`src/rtl/track_position_ctrl.sv`:
```
// Closed-count carriage position controller feeding the track stepper driver.
// It counts driver step periods to track position, and it handles homing against the limit switch.
module track_position_ctrl #(
  parameter int POS_W        = 10,
  parameter int MAX_POS      = 800,
  parameter int STEP_CYCLES  = 500000,
  parameter int SETTLE_STEPS = 4,
  parameter int HOME_TIMEOUT = 832
) (
  input  logic             clk,
  input  logic             rst_n,
  input  logic             cmd_valid_i,
  output logic             cmd_ready_o,
  input  logic [POS_W-1:0] cmd_pos_i,
  input  logic             home_i,
  input  logic             limit_i,
  output logic             move_o,
  output logic             back_o,
  output logic             busy_o,
  output logic             done_o,
  output logic             err_o,
  output logic             homed_o,
  output logic [POS_W-1:0] pos_o
);

  localparam int CNT_W  = (STEP_CYCLES > 1) ? $clog2(STEP_CYCLES) : 1;
  localparam int TMAX   = (HOME_TIMEOUT > SETTLE_STEPS) ? HOME_TIMEOUT : SETTLE_STEPS;
  localparam int TCNT_W = $clog2(TMAX + 1);
  localparam logic [POS_W-1:0] MAX_POS_V = POS_W'(MAX_POS);

  typedef enum logic [2:0] {
    ST_IDLE,
    ST_HOMING,
    ST_FWD,
    ST_BWD,
    ST_SETTLE
  } state_t;

  state_t              state_q, state_d;
  logic [CNT_W-1:0]    step_cnt_q, step_cnt_d;
  logic [TCNT_W-1:0]   tick_cnt_q, tick_cnt_d;
  logic [POS_W-1:0]    pos_q, pos_d;
  logic [POS_W-1:0]    target_q, target_d;
  logic                homed_q, homed_d;
  logic                move_q, move_d;
  logic                back_q, back_d;
  logic                done_q, done_d;
  logic                err_q, err_d;
  logic                lim_meta_q, lim_meta_d;
  logic                lim_sync_q, lim_sync_d;

  logic                tick;
  logic [TCNT_W-1:0]   tick_inc;
  logic [POS_W-1:0]    pos_up;
  logic [POS_W-1:0]    pos_dn;

  assign tick     = (step_cnt_q == CNT_W'(STEP_CYCLES - 1));
  assign tick_inc = tick_cnt_q + TCNT_W'(1);
  // Saturating neighbours of the current count.
  assign pos_up   = (pos_q >= MAX_POS_V) ? MAX_POS_V : pos_q + POS_W'(1);
  assign pos_dn   = (pos_q == '0) ? '0 : pos_q - POS_W'(1);

  always_comb begin
    state_d    = state_q;
    pos_d      = pos_q;
    target_d   = target_q;
    homed_d    = homed_q;
    tick_cnt_d = tick_cnt_q;
    done_d     = 1'b0;
    err_d      = 1'b0;
    lim_meta_d = limit_i;
    lim_sync_d = lim_meta_q;

    case (state_q)
      ST_IDLE: begin
        if (home_i) begin
          state_d = ST_HOMING;
        end else if (cmd_valid_i) begin
          if ((cmd_pos_i > MAX_POS_V) || !homed_q) begin
            err_d = 1'b1;
          end else if (cmd_pos_i == pos_q) begin
            done_d = 1'b1;
          end else begin
            target_d = cmd_pos_i;
            state_d  = (cmd_pos_i > pos_q) ? ST_FWD : ST_BWD;
          end
        end
      end
      ST_HOMING: begin
        if (lim_sync_q) begin
          pos_d   = '0;
          homed_d = 1'b1;
          state_d = ST_SETTLE;
        end else if (tick) begin
          if (tick_inc == TCNT_W'(HOME_TIMEOUT)) begin
            err_d   = 1'b1;
            homed_d = 1'b0;
            state_d = ST_IDLE;
          end else begin
            tick_cnt_d = tick_inc;
          end
        end
      end
      ST_FWD: begin
        if (tick) begin
          pos_d = pos_up;
          if (pos_up >= target_q) state_d = ST_SETTLE;
        end
      end
      ST_BWD: begin
        // The home switch is authoritative: it wins over the latched target.
        if (lim_sync_q) begin
          pos_d   = '0;
          state_d = ST_SETTLE;
        end else if (tick) begin
          pos_d = pos_dn;
          if (pos_dn <= target_q) state_d = ST_SETTLE;
        end
      end
      ST_SETTLE: begin
        if (tick) begin
          if (tick_inc == TCNT_W'(SETTLE_STEPS)) begin
            done_d  = 1'b1;
            state_d = ST_IDLE;
          end else begin
            tick_cnt_d = tick_inc;
          end
        end
      end
      default: state_d = ST_IDLE;
    endcase

    // Step time base restarts on every state entry.
    if (state_d != state_q) begin
      step_cnt_d = '0;
      tick_cnt_d = '0;
    end else begin
      step_cnt_d = tick ? '0 : step_cnt_q + CNT_W'(1);
    end

    move_d = (state_d == ST_HOMING) || (state_d == ST_FWD) || (state_d == ST_BWD);
    // Direction only moves with motion; SETTLE/IDLE keep the coil pattern.
    case (state_d)
      ST_HOMING, ST_BWD: back_d = 1'b1;
      ST_FWD:            back_d = 1'b0;
      default:           back_d = back_q;
    endcase
  end

  always_ff @(posedge clk) begin
    if (!rst_n) begin
      state_q    <= ST_IDLE;
      step_cnt_q <= '0;
      tick_cnt_q <= '0;
      pos_q      <= '0;
      target_q   <= '0;
      homed_q    <= 1'b0;
      move_q     <= 1'b0;
      back_q     <= 1'b0;
      done_q     <= 1'b0;
      err_q      <= 1'b0;
      lim_meta_q <= 1'b0;
      lim_sync_q <= 1'b0;
    end else begin
      state_q    <= state_d;
      step_cnt_q <= step_cnt_d;
      tick_cnt_q <= tick_cnt_d;
      pos_q      <= pos_d;
      target_q   <= target_d;
      homed_q    <= homed_d;
      move_q     <= move_d;
      back_q     <= back_d;
      done_q     <= done_d;
      err_q      <= err_d;
      lim_meta_q <= lim_meta_d;
      lim_sync_q <= lim_sync_d;
    end
  end

  assign cmd_ready_o = (state_q == ST_IDLE);
  assign busy_o      = (state_q != ST_IDLE);
  assign move_o      = move_q;
  assign back_o      = back_q;
  assign done_o      = done_q;
  assign err_o       = err_q;
  assign homed_o     = homed_q;
  assign pos_o       = pos_q;

endmodule

```
`config.mk`:
```
export PLATFORM = sky130hd
export DESIGN_NAME = track_position_ctrl
export DESIGN_NICKNAME = d
export VERILOG_FILES = /design/src/rtl/track_position_ctrl.sv
export SDC_FILE = /design/constraint.sdc
export NUM_CORES = 1
export LEC_CHECK = 0
export ABC_AREA = 1
export CAP_MARGIN = 20
export CORE_ASPECT_RATIO = 1.1
export CORE_MARGIN = 5
export CORE_UTILIZATION = 41
export CTS_BUF_LIST = sky130_fd_sc_hd__clkbuf_8
export CTS_CLUSTER_SIZE = 20
export DETAILED_ROUTE_END_ITERATION = 12
export PLACE_DENSITY = 0.7
export SLEW_MARGIN = 5
export SYNTH_ARGS = -nofsm -noshare
export SYNTH_HDL_FRONTEND = slang
export SYNTH_SLANG_ARGS = --single-unit
```
`constraint.sdc`:
```
create_clock -name clk -period 5.8 [get_ports clk]
set_input_delay 0.58 -clock clk [delete_from_list [all_inputs] [get_ports clk]]
set_output_delay 0.58 -clock clk [all_outputs]
set_load 0.1 [all_outputs]
```
==> results of run 1 <==
area by class of cell:
type,instances,area (sq um)
flip-flops and latches,59,1181
well taps,120,150.1
multi-input cells,434,2529
clock buffers,10,137.6
fillers,1005,5060
inverters,88,330.3
clock inverters,6,81.33
repair buffers,33,325.3
per-stage QoR:
stage | util | worst slack, ns
floorplan | - | 1.830
global placement | 0.4610 | 2.201
detailed placement | 0.4610 | 1.979
CTS | 0.4834 | 1.963
global route | 0.4834 | 1.435
finish | 0.4834 | 1.953
sequential cells by signal, indices dropped and copies added (netlist names):
| register | cells |
|---|---|
| tick_cnt_q | 10 |
| step_cnt_q | 19 |
| homed_o | 1 |
| done_o | 1 |
| pos_o | 10 |
| move_o | 1 |
| target_q | 10 |
| lim_meta_q | 1 |
| err_o | 1 |
| back_o | 1 |
| state_q | 3 |
| lim_sync_q | 1 |
worst max-delay path, delay by kind of cell (launching register included):
family / cells / cell delay [ns]
AND/OR/NAND/NOR: 17 / 2.32
buffers and inverters: 4 / 0.49
adder cells (fa/ha/maj): 2 / 0.49
flip-flops: 1 / 0.36
AO/OA/AOI/OAI: 1 / 0.09
layer usage:
layer | routed length (um) | GRT usage | vias up
li1 | - | - | 2000
met1 | 4387 | 0.1955 | 1768
met3 | 410 | 0.04548 | 21
met5 | 0 | 0 | -
met4 | 252 | 0.06650 | 0
met2 | 5000 | 0.3071 | 81
cell families after synthesis:
logic type | count (synthesis)
fa+ha+maj | 34
simple gates | 285
flops | 59
buf+inv | 98
compound gates | 95
xor+xnor | 20
power groups by stage:
stage / Sequential (mW) / Combinational [mW] / Clock (mW)
final: 0.433 / 0.396 / 0.419
after global routing: 0.436 / 0.443 / 0.452
after CTS: 0.433 / 0.396 / 0.431
after detailed placement: 0.442 / 0.393 / 0
after global placement: 0.442 / 0.384 / 0
after floorplan: 0.506 / 0.233 / 0
layout by cell type, fill, tap and decap left out, drive strengths merged, types with 10 or more instances in the layout:
cell             n
a31oi           14
nand2          125
a21oi           37
inv             90
clkbuf          10
clkdlybuf4s50   31
ha              34
nor2            72
nand4           15
nand3           46
xor2            15
dfxtp           59
nor3            16
o21ai           34
worst max-delay path by stage:
stage,startpoint,endpoint,slack (ns),depth (start not counted)
floorplan,state_q[1],step_cnt_q[13],1.83,11
global placement,pos_o[0],step_cnt_q[0],2.20,24
detailed placement,pos_o[0],step_cnt_q[17],1.98,24
CTS,pos_o[0],step_cnt_q[1],1.96,24
global route,pos_o[0],step_cnt_q[1],1.44,24
finish,pos_o[0],step_cnt_q[17],1.95,24
==> flow_summary_export.csv, run 1 <==
group,metric,value,unit
worst_setup_path,slowest_stage,"nand4_4",
synth,synthSimpleGateAreaFrac,0.3431,
clock_tree,clk_pin_slew_worst_paths,0.07,ns
sta,max_freq,0.2599,GHz
worst_setup_path,cp-end-kind,"flip-flop",
detailed_routing,wl_per_cell,13.40,um
synth,yosys_register_bits,59,
global_route,grt_max_degree,27,
detailed_routing,drt-initial-drc-count,173,
finish,drive_above_1_share,0.09524,
pwr,p_switching,0.4532,mW
sta,period_needed,3.847,ns
synth,synthMuxAreaShare,0,
floorplanning,die_x,105.2,um
detailed_routing,num_vias,3870,
floorplanning,core_area,9794,sq um
synth,yosysMostFrequentCell,"nand2_1",
floorplanning,rows,38,
sta,setup_violations,0,
finish,nets,674,
synth,dominantRegCellSynth,"dfxtp_1",
clock_tree,post_cts_resized,0,
synth,ys_warn_count,0,
placement,placed_cell_area,4516,sq um
pwr,power,1.248,mW
clock_tree,cts_root_buf,"clkbuf_8",
synth,synth-xor-area-share,0.04281,
finish,antenna_cells,0,
run_status,status,"complete, no violations",
pwr,clkPwrFrac,0.335,
worst_setup_path,rrSetupSlack,1.95,ns
global_route,grt_pass1_wl,17210,um
sta,period_share,0.6633,
floorplanning,ios,32,
sta,tightestPinTransition,1.031,ns
worst_hold_path,min_path_type,"flip-flop to flip-flop",
finish,finalInstanceArea,4735,sq um
placement,dpl.hpwl,7724,um
global_route,grt_remaining_overflow,0,
placement,dp.cells,734,
worst_setup_path,crit_path_frequent_cell,"nand2_1",
sta,clock_skew,0.008282,ns
global_route,grt_pass1_vias,3790,
flow_run,cap_violations,0,
worst_setup_path,critPathKind,"flip-flop to flip-flop",
synth,synthTopCellsByCount,"nand2_1 (116), inv_1 (82), dfxtp_1 (59)",
synth,synth_edf_count,0,
global_route,gr-usage-all-layers,0.1719,
worst_setup_path,path_cells,"inv_1, ha_1, nand2_1, nor2_1, inv_1, nor2_1, inv_1, nor2_1, nand2_1, inv_1, nor3_1, ha_1, nand2_1, nor2_1, nand3_1, nand3_1, nand2_1, nand2_1, nand2_1, nand2_1, o21ai_1, nor2_4, nand4_4, nor2_1",
clock_tree,clk_path_buf_depth,2,
synth,netlist_area,4091,sq um
synth,synth_top_family_by_area,"simple AND/OR/NAND/NOR gates",
detailed_routing,post-route-drc-count,0,
floorplanning,dieArea,12080,sq um
pwr,p_int,0.7947,mW
detailed_routing,antenna_left,0,
worst_setup_path,crit_arrival,4.11,ns
sta,relSlewSlack,0.3101,
sta,setup-tns-final,0,ns
clock_tree,cts.sinks,59,
synth,synthAdderAreaFrac,0.1040,
pwr,power-per-cell-area,263.6,nW/um^2
clock_tree,clkLatencyLatePin,0.34,ns
synth,avgSynthCellArea,6.923,sq um
clock_tree,cts_buffers,9,
synth,synth.distinct_cells,33,
synth,synth_compound_area_frac,0.1266,
detailed_routing,wl,10050,um
worst_setup_path,worst-r2r-cell-count,24,
synth,yosys.area.top_type,"dfxtp_1",
detailed_routing,drtPass1Iterations,4,
worst_setup_path,max_stage_delay,0.41,ns
pwr,irDropWorstVdd,0.1395,mV
worst_hold_path,whs_endpoint,"lim_sync_q",
sta,finalHoldViolations,0,
clock_tree,htreeDepth,3,
synth,syn-instance-count,591,
sta,hold_ws,0.4169,ns
floorplanning,initial_utilization,0.4177,
worst_setup_path,crit_path_max_fanout,19,
finish,area_growth,15.72,%
floorplanning,die_y,114.8,um
synth,synthTopCellsByArea,"dfxtp_1 (29%), nand2_1 (11%), ha_1 (10%), inv_1 (7.5%), nor2_1 (5.1%)",
clock_tree,cts_hold_buf,0,
pwr,switching_share,0.3632,
worst_hold_path,min_path_cells,2,
synth,synthesis.nets,640,
synth,synth_top_area_frac,0.2887,
worst_setup_path,r2r_start,"pos_o[0]",
worst_hold_path,hold_start,"lim_meta_q",
sta,maxSlewViolCount,0,
pwr,seqPwrFrac,0.347,
global_route,antenna_found_initial,0,
pwr,combPwrFrac,0.317,
synth,async_reset_ff_frac,0,
worst_setup_path,critPathRequiredTime,6.06,ns
placement,place.gp.congestion,0.9091,
clock_tree,cts_tree,"yes",
placement,port_buffers,31,
worst_setup_path,r2r_end,"step_cnt_q[17]",
finish,fin_cells,750,
synth,seq_area_frac_synth,0.2887,
sta,rsz0062_at_grt,"no",
pwr,cellLeakagePower,1.875,nW
detailed_routing,vias_per_cell,5.160,
clock_tree,cts_setup_buffers,0,
worst_setup_path,worstSetupStartpointType,"flip-flop",
Power figures use the tool's default switching activity.
==> run 2: changes to the inputs <==
==> constraint.sdc (replaced) <==
create_clock -name clk -period 3.7 [get_ports clk]
set_input_delay 0.37 -clock clk [delete_from_list [all_inputs] [get_ports clk]]
set_output_delay 0.37 -clock clk [all_outputs]
set_load 0.1 [all_outputs]
==> run 2 against run 1 <==
Net effect: combinational power increased by 61%; wire length increased by 1.4%; power increased by 68%; flip-flop and latch count unchanged; first-iteration DRC count increased by 15%; global-route usage decreased by 0.20 points; sequential share of layout area decreased by 0.50 points; non-clock buffer count increased by 4; via count increased by 2.6%; count of clock-buffer cells in the layout decreased by 1; cell count increased by 0.53%; critical path type unchanged; critical endpoint is now step_cnt_q[0]; highest routed layer unchanged.
==> flow_summary_export.csv, run 2 (synthesis gave the netlist of run 1 again) <==
group,metric,value,unit
sta,max_freq,0.2999,GHz
worst_setup_path,cp_top_family,"simple AND/OR/NAND/NOR gates",
floorplanning,dieArea,12080,sq um
sta,tightestPinTransition,1.011,ns
sta,relSlewSlack,0.3237,
placement,dp.cells,738,
clock_tree,htreeDepth,3,
finish,regArea,1184,sq um
floorplanning,core_area,9794,sq um
finish,largest_reg_flops,19,
global_route,grt_remaining_overflow,0,
floorplanning,initial_utilization,0.4177,
clock_tree,cts_buffers,9,
pwr,irDropWorstVdd,0.2133,mV
worst_setup_path,cp-end-kind,"flip-flop",
finish,mostFrequentLayoutCells,"nand2_1 (115), inv_1 (82), dfxtp_1 (57)",
clock_tree,clkLatencyLatePin,0.34,ns
sta,maxSlewViolCount,0,
placement,dpl.hpwl,7799,um
worst_setup_path,path_buf_inv,3,
pwr,power,2.094,mW
placement,placed_cell_area,4551,sq um
sta,clock_skew,0.01015,ns
finish,fin_cells,754,
detailed_routing,num_vias,3969,
worst_setup_path,crit_arrival,3.61,ns
detailed_routing,drt-initial-drc-count,199,
run_status,status,"complete, no violations",
finish,utilization,0.4944,
clock_tree,clk_path_buf_depth,2,
global_route,antenna_found_initial,0,
finish,finalInstanceArea,4842,sq um
worst_setup_path,max_stage_delay,0.42,ns
flow_run,cap_violations,0,
finish,multiInputGateArea,2554,sq um
placement,place.gp.congestion,0.9208,
worst_setup_path,critPathKind,"flip-flop to flip-flop",
sta,finalHoldViolations,0,
finish,top_register,"step_cnt_q",
worst_hold_path,min_path_type,"flip-flop to flip-flop",
finish,nets,678,
detailed_routing,vias_per_cell,5.264,
finish,nFillCells,939,
global_route,grt_pass1_wl,16970,um
clock_tree,clk_pin_slew_worst_paths,0.07,ns
detailed_routing,wl_per_cell,13.51,um
global_route,grt_max_degree,21,
global_route,grt_pass1_vias,3793,
worst_setup_path,crit_path_max_fanout,19,
placement,port_buffers,31,
clock_tree,cts_setup_buffers,0,
sta,setup-tns-final,0,ns
clock_tree,cts_root_buf,"clkbuf_8",
worst_setup_path,path_cells,"inv_1, nor3_2, nand2_1, nor3_1, nand2_1, o21ai_0, ha_1, a21oi_1, o21a_1, nand3_1, nand3_1, nand2_1, inv_2, nand3_1, nor2_4, nand4_4, buf_12, nor2_1",
detailed_routing,post-route-drc-count,0,
floorplanning,ios,32,
detailed_routing,antenna_left,0,
floorplanning,die_y,114.8,um
clock_tree,cts.sinks,59,
pwr,cellLeakagePower,1.918,nW
global_route,gr-usage-all-layers,0.1699,
worst_setup_path,critPathRequiredTime,3.98,ns
floorplanning,rows,38,
sta,setup_violations,0,
finish,area_growth,18.35,%
worst_setup_path,worstSetupStartpointType,"flip-flop",
finish,antenna_cells,0,
clock_tree,cts_tree,"yes",
sta,period_share,0.9013,
finish,drive_above_1_share,0.1167,
detailed_routing,drtPass1Iterations,5,
floorplanning,die_x,105.2,um
sta,period_needed,3.335,ns
worst_setup_path,slowest_stage,"dfxtp_1",
detailed_routing,wl,10190,um
finish,final_common_cell,"nand2_1",
pwr,power-per-cell-area,432.5,nW/um^2
[run 2: changes by cell type in the layout (fill, tap and decap cells not counted), sizes merged]
cell and delta:
clkinv -1, buf +4, clkbuf -1, bufinv +2
[run 2: area by class of cell]
| class | count | area share |
|---|---|---|
| Clock buffer | 9 | 0.02558 |
| Clock inverter | 7 | 0.02739 |
| Inverter | 88 | 0.06822 |
| Multi-Input combinational cell | 434 | 0.5274 |
| Sequential cell | 59 | 0.2444 |
| Tap cell | 120 | 0.03101 |
| Timing Repair Buffer | 37 | 0.07597 |
[run 2: per-stage QoR]
step | setup slack [ns] | hold slack (ns)
3_3_place_gp | 0.3157 | 0.4110
3_5_place_dp | 0.09385 | 0.4084
4_1_cts | 0.08801 | 0.4243
5_1_grt | -0.009634 | 0.4673
6_report | 0.3653 | 0.4214
2_1_floorplan | 0.03658 | 0.3905
[run 2: path summary, 6_finish.rpt]
path,from,end,slack [ns],depth (start not counted)
setup / recovery,pos_o[2],step_cnt_q[0],0.37,18
hold / removal,lim_meta_q,lim_sync_q,0.42,2
setup reg to reg,pos_o[2],step_cnt_q[0],0.37,18
hold reg to reg,lim_meta_q,lim_sync_q,0.42,2
[run 2: timing repair]
item | CTS | global route
hold buffers | 0 | 0
resized for setup | 0 | 11
setup endpoints to repair | 0 | 30
[run 2: per-layer routing]
layer	track usage	part of all wire
met1	0.1959	0.43
met2	0.2987	0.50
met3	0.04099	0.039
met4	0.07502	0.037
met5	0	0
[run 2: where the power goes]
group / switching (mW) / leakage [nW] / internal, mW
combinational: 0.431 / 1.30 / 0.208
clock: 0.265 / 0.136 / 0.510
sequential: 0.0244 / 0.479 / 0.656
total: 0.721 / 1.92 / 1.37
[run 2: worst register-to-register path, cell delays in order, from the launching register on]
cell     delay (ns)
dfxtp_1        0.42
inv_1          0.15
nor3_2         0.27
nand2_1        0.15
nor3_1         0.28
nand2_1        0.08
o21ai_0        0.23
ha_1           0.29
a21oi_1        0.15
o21a_1         0.20
nand3_1        0.14
nand3_1        0.10
nand2_1        0.07
inv_2          0.07
nand3_1        0.12
nor2_4         0.19
nand4_4        0.10
buf_12         0.19
nor2_1         0.10
==> run 3: changes to the inputs <==
--- a/config.mk
+++ b/config.mk
@@ -8,9 +8,10 @@
 export ABC_AREA = 1
 export CAP_MARGIN = 20
 export CORE_ASPECT_RATIO = 1.1
-export CORE_MARGIN = 5
+export CORE_MARGIN = 3
 export CORE_UTILIZATION = 41
 export CTS_BUF_LIST = sky130_fd_sc_hd__clkbuf_8
+export CTS_CLUSTER_DIAMETER = 40
 export CTS_CLUSTER_SIZE = 20
 export DETAILED_ROUTE_END_ITERATION = 12
 export PLACE_DENSITY = 0.7
==> run 3 against run 2 <==
Net effect: combinational power fell by 0.8%; highest routed layer unchanged; clock power shrank 25%; via count down 1.5%; sequential share of layout area increased by 0.35 points; critical path type unchanged; fmax increased by 1.4%; non-clock buffer count unchanged; wire length decreased by 2.1%; die area is 7.2% lower; critical endpoint is now step_cnt_q[1]; count of clock-buffer cells in the layout unchanged.
==> flow_summary_export.csv, run 3 (synthesis gave the netlist of run 1 again) <==
group,metric,value,unit
clock_tree,cts_root_buf,"clkbuf_8",
sta,maxSlewViolCount,0,
finish,antenna_cells,0,
floorplanning,core_area,9537,sq um
worst_hold_path,min_path_type,"flip-flop to flip-flop",
worst_setup_path,max_stage_delay,0.34,ns
sta,hold_ws,0.4170,ns
sta,relSlewSlack,0.3091,
floorplanning,ios,32,
finish,final_common_cell,"nand2_1",
detailed_routing,wl,9973,um
global_route,grt_remaining_overflow,0,
sta,clock_skew,0.006269,ns
worst_setup_path,crit_arrival,3.58,ns
worst_setup_path,rrSetupSlack,0.41,ns
worst_setup_path,crit_path_frequent_cell,"nand2_1",
global_route,gr-usage-all-layers,0.1887,
worst_setup_path,critPathKind,"flip-flop to flip-flop",
sta,period_share,0.8892,
clock_tree,clkLatencyLatePin,0.34,ns
finish,top_register,"step_cnt_q",
worst_setup_path,cp_top_family,"simple AND/OR/NAND/NOR gates",
finish,nets,678,
placement,dpl.hpwl,7647,um
sta,setup_violations,0,
worst_setup_path,worst-path-stages,25,
run_status,status,"complete, no violations",
flow_run,cap_violations,0,
worst_hold_path,min_path_cells,2,
placement,pre_cts_ws,0.09913,ns
detailed_routing,post-route-drc-count,0,
worst_setup_path,path_buf_inv,5,
clock_tree,htreeDepth,3,
pwr,irDropWorstVdd,0.2475,mV
worst_setup_path,worst-r2r-cell-count,25,
floorplanning,die_x,101.2,um
placement,dp.cells,735,
placement,place.gp.congestion,0.9162,
detailed_routing,vias_per_cell,5.204,
global_route,antenna_found_initial,0,
finish,mostFrequentLayoutCells,"nand2_1 (115), inv_1 (81), dfxtp_1 (57)",
floorplanning,dieArea,11210,sq um
worst_setup_path,crit_path_start,"pos_o[1]",
worst_setup_path,worstSetupStartpointType,"flip-flop",
placement,port_buffers,31,
finish,drive_above_1_share,0.1183,
sta,period_needed,3.290,ns
detailed_routing,num_vias,3908,
worst_setup_path,critPathRequiredTime,3.98,ns
sta,tightestPinTransition,1.033,ns
clock_tree,cts.sinks,59,
clock_tree,clk_path_buf_depth,2,
floorplanning,die_y,110.8,um
finish,area_growth,16.70,%
clock_tree,cts_tree,"yes",
detailed_routing,drt-initial-drc-count,204,
detailed_routing,wl_per_cell,13.28,um
worst_setup_path,slowest_stage,"dfxtp_2",
detailed_routing,drtPass1Iterations,4,
sta,max_freq,0.3039,GHz
global_route,grt_max_degree,27,
worst_setup_path,r2r_end,"step_cnt_q[1]",
floorplanning,initial_utilization,0.4290,
global_route,grt_pass1_vias,3765,
pwr,cellLeakagePower,1.882,nW
clock_tree,clk_pin_slew_worst_paths,0.07,ns
detailed_routing,antenna_left,0,
finish,finalInstanceArea,4775,sq um
clock_tree,cts_buffers,9,
finish,fin_cells,751,
finish,nFillCells,933,
sta,fin_ws,0.4098,ns
pwr,power-per-cell-area,397.4,nW/um^2
worst_setup_path,crit_path_end,"step_cnt_q[1]",
global_route,grt_pass1_wl,17210,um
finish,largest_reg_flops,19,
floorplanning,rows,37,
worst_setup_path,crit_path_max_fanout,19,
worst_setup_path,cp-end-kind,"flip-flop",
worst_setup_path,r2r_start,"pos_o[1]",
placement,placed_cell_area,4547,sq um
sta,finalHoldViolations,0,
[run 3: cell types whose count changed in the layout (fill, tap and decap cells not counted)]
cell | before | now
bufinv_16 | 4 | 1
inv_1 | 82 | 81
inv_6 | 0 | 1
o21ai_0 | 30 | 29
clkinv_2 | 1 | 2
clkinvlp_4 | 0 | 1
o21ai_1 | 4 | 5
clkinv_4 | 0 | 1
[run 3: worst min path at each step]
stage                  to        from  slack [ns]
6_report       lim_sync_q  lim_meta_q        0.42
5_1_grt        lim_sync_q  lim_meta_q        0.44
4_1_cts        lim_sync_q  lim_meta_q        0.42
3_5_place_dp   lim_sync_q  lim_meta_q        0.40
3_3_place_gp   lim_sync_q  lim_meta_q        0.40
2_1_floorplan  lim_sync_q  lim_meta_q        0.39
[run 3: per-layer routing]
| metal | up-vias | wire length [um] | GRT usage | share of wire |
|---|---|---|---|---|
| li1 | 2017 | - | - | - |
| met1 | 1794 | 4334 | 0.2365 | 0.43 |
| met2 | 86 | 5092 | 0.3185 | 0.51 |
| met3 | 11 | 411 | 0.03902 | 0.041 |
| met4 | 0 | 135 | 0.06117 | 0.014 |
| met5 | - | 0 | 0 | 0 |
[run 3: area by class of cell]
class                      instances  area (sq um)  share of cell area
clock buffer                       9         123.9             0.02594
clock inverter                     7         68.82             0.01441
inverter                          88         330.3             0.06918
multi-input combinational        434          2554              0.5349
sequential                        59          1184              0.2479
tap                              117         146.4             0.03066
timing repair buffer              37         367.9             0.07704
[run 3: worst min-delay path: stages, from the launching register on]
cell	delay (ns)
dfxtp_1	0.31
nand2_1	0.05
inv_1	0.04
[run 3: repair_timing]
| action | CTS | global route |
|---|---|---|
| gates resized for setup | 0 | 12 |
| setup buffers | 0 | 0 |
| hold buffers | 0 | 0 |
| setup endpoints to repair | 0 | 30 |
[run 3: where the power goes]
part | total (mW) | internal, mW | switching (mW)
logic | 0.634 | 0.206 | 0.428
registers | 0.681 | 0.656 | 0.0254
clock network | 0.582 | 0.309 | 0.273
[run 3: through the flow]
stage	setup TNS, ns	total power, mW	utilization
after floorplan	0	1.160	-
after global placement	0	1.297	0.4768
after detailed placement	0	1.311	0.4768
after CTS	0	1.899	0.4970
after global routing	-0.008189	2.029	0.5007
final	0	1.897	0.5007
